<file path="config.mk">
export PLATFORM = sky130hd
export DESIGN_NAME = bsg_fifo_multi_rr_deq
export DESIGN_NICKNAME = d
export VERILOG_FILES = /design/src/rtl/bsg_fifo_multi_rr_deq.sv
export SDC_FILE = /design/constraint.sdc
export NUM_CORES = 1
export LEC_CHECK = 0
export BUFFER_PORTS_ARGS = -buffer_cell sky130_fd_sc_hd__buf_2
export CORE_MARGIN = 5
export CORE_UTILIZATION = 36
export DETAILED_ROUTE_END_ITERATION = 10
export GPL_ROUTABILITY_DRIVEN = 1
export PLACE_DENSITY_LB_ADDON = 0.1
export SLEW_MARGIN = 20
export SYNTH_ARGS = -nofsm -noshare
export SYNTH_HDL_FRONTEND = slang
export SYNTH_SLANG_ARGS = --single-unit
</file>
<file path="constraint.sdc">
create_clock -name clk_i -period 1.8 [get_ports clk_i]
set_input_delay 0.09 -clock clk_i [delete_from_list [all_inputs] [get_ports clk_i]]
set_output_delay 0.09 -clock clk_i [all_outputs]
set_load 0.02 [all_outputs]
</file>
<file path="src/rtl/bsg_fifo_multi_rr_deq.sv">
// Round-robin dequeue from a multi-lane FIFO into one registered stream with source id.
// Optional per-lane grant counters are enabled with BSG_FIFO_MULTI_RR_DEQ_PERF_EN.
`ifndef BSG_SAFE_CLOG2
`define BSG_SAFE_CLOG2(x) (((x) == 1) ? 1 : $clog2(x))
`endif

module bsg_fifo_multi_rr_deq #(
  parameter int width_p     = 32,
  parameter int fifos_p     = 4,
  parameter int lg_fifos_lp = `BSG_SAFE_CLOG2(fifos_p)
) (
  input  logic                            clk_i,
  input  logic                            reset_i,
  input  logic [fifos_p-1:0]              v_i,
  input  logic [fifos_p-1:0][width_p-1:0] data_i,
  output logic [fifos_p-1:0]              yumi_o,
  output logic                            v_o,
  output logic [width_p-1:0]              data_o,
  output logic [lg_fifos_lp-1:0]          id_o,
  input  logic                            ready_and_i
`ifdef BSG_FIFO_MULTI_RR_DEQ_PERF_EN
  ,
  output logic [fifos_p-1:0][15:0]        grant_cnt_o
`endif
);

  // valid/ready: a beat leaves on v_o & ready_and_i; a lane is dequeued on
  // yumi_o, which only fires when the output register is empty or draining.
  logic                   v_q, v_d;
  logic [width_p-1:0]     data_q, data_d;
  logic [lg_fifos_lp-1:0] id_q, id_d;
  logic [lg_fifos_lp-1:0] last_q, last_d;
  logic [lg_fifos_lp-1:0] grant_idx;
  logic                   load_en;

  // last_q + n with n in 1..fifos_p never reaches 2*fifos_p, so one subtract wraps it.
  function automatic logic [lg_fifos_lp-1:0] wrap_idx(input int n);
    return (n >= fifos_p) ? lg_fifos_lp'(n - fifos_p) : lg_fifos_lp'(n);
  endfunction

  // Scan farthest-first so the nearest valid lane after last_q wins.
  always_comb begin
    grant_idx = '0;
    for (int i = fifos_p; i >= 1; i--) begin
      if (v_i[wrap_idx(int'(last_q) + i)]) grant_idx = wrap_idx(int'(last_q) + i);
    end
  end

  assign load_en = (|v_i) & (~v_q | ready_and_i);

  always_comb begin
    for (int k = 0; k < fifos_p; k++) begin
      yumi_o[k] = load_en & ~reset_i & (grant_idx == lg_fifos_lp'(k));
    end
  end

  always_comb begin
    v_d    = v_q;
    data_d = data_q;
    id_d   = id_q;
    last_d = last_q;
    if (load_en) begin
      v_d    = 1'b1;
      data_d = data_i[grant_idx];
      id_d   = grant_idx;
      last_d = grant_idx;
    end else if (ready_and_i) begin
      v_d = 1'b0;
    end
  end

  always_ff @(posedge clk_i or posedge reset_i) begin
    if (reset_i) begin
      v_q    <= 1'b0;
      data_q <= '0;
      id_q   <= '0;
      last_q <= lg_fifos_lp'(fifos_p - 1);
    end else begin
      v_q    <= v_d;
      data_q <= data_d;
      id_q   <= id_d;
      last_q <= last_d;
    end
  end

  assign v_o    = v_q;
  assign data_o = data_q;
  assign id_o   = id_q;

`ifdef BSG_FIFO_MULTI_RR_DEQ_PERF_EN
  logic [fifos_p-1:0][15:0] cnt_q;

  for (genvar g = 0; g < fifos_p; g++) begin : g_cnt
    always_ff @(posedge clk_i or posedge reset_i) begin
      if (reset_i) begin
        cnt_q[g] <= '0;
      end else if (yumi_o[g] && (cnt_q[g] != 16'hFFFF)) begin
        cnt_q[g] <= cnt_q[g] + 16'd1;
      end
    end
  end

  assign grant_cnt_o = cnt_q;
`endif

endmodule

</file>
Word level (Yosys, flattened, before mapping)
Index checks and enable logic that the tools add are counted.
Word-level totals
  register bits: 37
  word-level logic and storage cells: 56
  bits of input ports: 135
  output and inout bits: 39
Operators by class
  reductions and logical operators: 3
  order comparisons: 9
  add/sub/neg operators: 8
  bitwise logic cells: 9
  eq/ne operators: 3
  mux-type cells: 20
Operators by type and width (count)
  $bmux 32 s2: 1
  $mux 32: 1
  $mux 2: 8
  $lt 2x3->1 const B: 5
  $ge 3x3->1 const B: 3
  $bmux 1 s2: 4
  $sub 2x1->2 const B: 4
  $add 2x2->3 const B: 2
  $and 1x1->1: 6
  $mux 1: 6
  $add 2x3->4 const B: 1
  $eq 2x2->1 const B: 2
  $ge 4x3->1 const B: 1
  $reduce_or 4->1: 1
  $add 2x1->3 const B: 1
  $eq 2x1->1 const B: 1
  $logic_not 2->1: 1
  $not 1->1: 2
  $reduce_bool 2->1: 1
  $or 1x1->1: 1

Logic depth before layout (Yosys ltp)
  depth after elaboration: 11
  depth in mapped cells: 7
  depth with buffers taken out: 5

Least setup slack after synthesis
No wires, ideal clock.
  path kind: register to output
  start: register last_q[1]
  end: output port yumi_o[1]
  setup slack: -0.102 ns
  path buffers: 1
  required time: 1.710 ns
  cell stages (with the launch flop): 6
  data arrival time: 1.812 ns
  path through: dfstp_2 nand2b_1 a21oi_1 o221ai_2 buf_2 nor3b_1
On the way
  word-level cells in the longest chain between the ends: 11
  elaborated cells between the ends (all ways): 30
  classes of those cells: add/sub: 8; order compare: 4; eq/ne: 1; mux: 16; bitwise: 1
RTL lines
  from (decl): RTL line 32  | logic [lg_fifos_lp-1:0] last_q, last_d;
  from (signal assigned): RTL line 77  | last_q <= lg_fifos_lp'(fifos_p - 1);
  from (signal assigned): RTL line 82  | last_q <= last_d;
  $add 2x3->4: RTL line 45  | if (v_i[wrap_idx(int'(last_q) + i)]) grant_idx = wrap_idx(int'(last_q) + i);
  $ge 4x3->1 / $sub 2x1->2 (equally long branches): RTL line 38  | return (n >= fifos_p) ? lg_fifos_lp'(n - fifos_p) : lg_fifos_lp'(n);
  $mux 2: RTL line 38
  $bmux 1 s2: RTL line 45
  $mux 1 (implied by the code): RTL line 45
  $mux 2 (3 in series): RTL line 45
  $mux 2 (*): RTL line 45
  $eq 2x1->1 (*): RTL line 53  | yumi_o[k] = load_en & ~reset_i & (grant_idx == lg_fifos_lp'(k));
  $and 1x1->1 (*): RTL line 53
  to (decl): RTL line 16  | output logic [fifos_p-1:0] yumi_o,
Mark *: on every way between the ends. The rest lies on a longest branch, timed or not. The select of a mux whose other input is x is not followed.

Final worst setup path
Same ends and word-level chain as after synthesis.

==> results.md <==
- CTS Buf Count: 5
- Crit Path Class: flip-flop to output pin
- Worst path top cell family by delay: flip-flops
- Most frequent cells in the layout: buf_2 (169), mux2i_1 (60), nand2_1 (38), dfrtp_1 (35), o221ai_1 (32)
- Distinct cell type count after synthesis: 21
- IO buf count: 173
- Mapped Cells: 216
- CP required: 1.71 ns
- Final WS setup: -0.127 ns
- R2R Path Start: last_q[1]$_DFFE_PP1P_
- Post-place setup slack: -0.0586 ns
- Router iterations before antenna repair: 4
- Crit-path max FO: 7
- DRT antenna net count: 0
- Final net count: 543
- GP Congestion: 0.734
- 1st-iter DRT viols: 63
- # diodes: 0
- Unrepaired setup endpoints after global routing: true
- Root buf cell: clkbuf_8
- Peak Freq: 0.519 GHz
- Max VDD drop: 0.000565 V
- Synthesized area: 2250 sq um
- Final setup vio count: 29
- Failing checks: setup timing
- Hold Path End: v_o$_DFFE_PP0P_
- Arr. time, crit path: 1.84 ns
- Die area: 7940 sq um
- Multi-input logic area: 1320 sq um
- Wirelength, routed: 8230 microns
- Final hold vios: 0
- Area Overhead vs Synth: 65.4%
- Clk sinks: 37
- Antenna violations before repair: 0
- Vias in the first global route: 2627
- Syn_area_per_cell: 10.4 sq um
- Hold Path Depth: 4
- Clock Path Buffers: 2
- Worst path max stage delay: 0.57 ns
- Leading area contributor after synthesis: dfrtp_1
- CTS tree: yes
- Tcrit/Tclk final: 107%
- Vias/cell: 5.17
- WP buf/inv: 2
- Setup TNS: -1.94 ns
- Initial Utilization: 37.6%
- Leakage: 2.00 nW
- Hpwl dp: 6050 microns
- First-pass GRT wire length: 12500 microns
- Setup Skew: 0.00404 ns
- Critical path, cell by cell: nand2b_4 > a21oi_4 > o221ai_4 > buf_12 > nor3b_2 > buf_4
- Worst reg2reg path endpoint: data_o[24]$_DFFE_PP0P_
- Commonest non-fill, non-tap cell in the layout: buf_2
- CTS clock-pin slew for the worst setup and hold paths: 0.08 ns
- Seq/Total Area, Yosys: 41.2%
- Pwr Total: 3.83 mW
- Post-Syn Nets: 351
- Die Wd: 89.1 microns
- # IOs: 174
- Synth area leaders: dfrtp_1 (39%), mux2i_1 (29%), o221ai_1 (12%), nand2_1 (6.5%), dfstp_2 (2.3%)
- Status: finished with violations
- Ys Warns: 0
- WL per Instance: 17.0 microns
- Layout cell share with drive strength beyond 1: 56.0%
- Slowest-stage cell, CP: dfstp_2
- Largest net degree at the start of global routing: 23
- Storage element area: 928 sq um
- Slew headroom: 72.1%
- Htree depth: 2
- HP Class: primary input to flip-flop
- Yosys top cell area share: 38.9%
- Reg2Reg Depth: 7
- Crit path time final: 1.93 ns
- MaxCap Viol Count: 0
- Drc violations: 0
- Overflow after GRT: 0
- R2R setup slack: -0.11 ns
- Power density of the placed cells: 1030 nW/um^2
- GR Util All Layers: 20.2%
- Flops & latches, synth: 37
- Skew-Pair Late Insertion Delay: 0.28 ns
- CORE AREA: 5990 sq um
- Via count: 2503
- Tightest Pin Transition: 0.419 ns
- Max-slew violation count: 0
- Type of origin of the critical path: flip-flop
- Rows: 28
- HP Start: ready_and_i
- Fillers: 552
- Crit end category: output pin
- DIE HEIGHT: 89.1 microns
[through the flow]
step           hold WS [ns]  utilization, %  area (sq um)  std cells
2_1_floorplan         0.217               -          2270        216
6_report             0.0813            62.2          3730        484
4_1_cts              0.0738            61.7          3700        484
3_5_place_dp          0.206            55.7          3340        463
5_1_grt               0.103            62.2          3730        484
3_3_place_gp          0.190            55.7          3340        463
[what timing repair did]
action / in CTS / in global routing
pin swaps: 11 / 11
hold endpoints to repair: 35 / 0
setup buffers: 10 / 0
hold buffers: 1 / 0
cloned: 3 / 1
endpoints found under the setup margin: 23 / 36
resized for setup: 22 / 6
[layer usage]
metal | global-route usage (%) | up-vias | wire [microns]
li1 | - | 1192 | -
met1 | 24.1 | 1189 | 3210
met2 | 35.2 | 116 | 4020
met3 | 5.99 | 6 | 927
met4 | 5.55 | 0 | 72
met5 | 0 | - | 0
[cells by family after synthesis]
logic type	share of synthesized area (%)
multiplexers	28.9
AND/OR/NAND/NOR	9.94
AO/OA/AOI/OAI	14.8
buffers and inverters	5.16
flip-flops	41.2
[final cells by class]
class | count | share of cell area, %
multi-input combinational | 158 | 35.3
timing repair buffer | 203 | 33.3
sequential | 37 | 24.9
tap | 75 | 2.52
clock buffer | 5 | 1.85
clock inverter | 3 | 1.75
inverter | 3 | 0.302
[worst max path at each step]
stage                          start                endpoint  slack [ns]  depth (start not counted)
4_1_cts        last_q[1]$_DFFE_PP1P_               yumi_o[1]       -0.14                          6
6_report       last_q[1]$_DFFE_PP1P_               yumi_o[1]       -0.13                          6
5_1_grt        last_q[1]$_DFFE_PP1P_               yumi_o[3]       -0.21                          7
3_5_place_dp   last_q[1]$_DFFE_PP1P_  data_o[24]$_DFFE_PP0P_       -0.06                          7
3_3_place_gp   last_q[1]$_DFFE_PP1P_  data_o[29]$_DFFE_PP0P_      -0.009                          6
2_1_floorplan  last_q[1]$_DFFE_PP1P_  data_o[10]$_DFFE_PP0P_        0.02                          7
[synthesized netlist by cell type]
library cell and n:
nor4_1 1, buf_4 4, nor3b_1 2, mux2i_1 65
dfrtp_1 35, nor2_1 4, nor3_1 2, buf_2 6
nor2b_1 1, a21o_1 1, o221ai_1 32, nand2_1 39
clkbuf_1 5, o221ai_2 1, a21oi_1 5, inv_1 3
a31oi_1 1, nand2b_1 4, buf_1 1, buf_6 2
dfstp_2 2
[sequential cells by signal (all words and copies together) (netlist names)]
name    flops
last_q      2
data_o     32
v_o         1
id_o        2
[worst reg2reg max path, stage by stage (launching register included)]
cell and delay (ns):
dfstp_2 0.57, nand2b_4 0.14, a21oi_4 0.05, o221ai_4 0.30
buf_6 0.23, buf_12 0.14, mux2i_2 0.22, o221ai_1 0.13
[report_power, final]
| part | leakage, nW | switching, mW | internal [mW] |
|---|---|---|---|
| Combinational | 1.49 | 0.942 | 0.858 |
| Clock | 0.0681 | 0.304 | 0.551 |
| Sequential | 0.446 | 0.123 | 1.05 |
No activity file was read; power rests on OpenSTA's default activity.
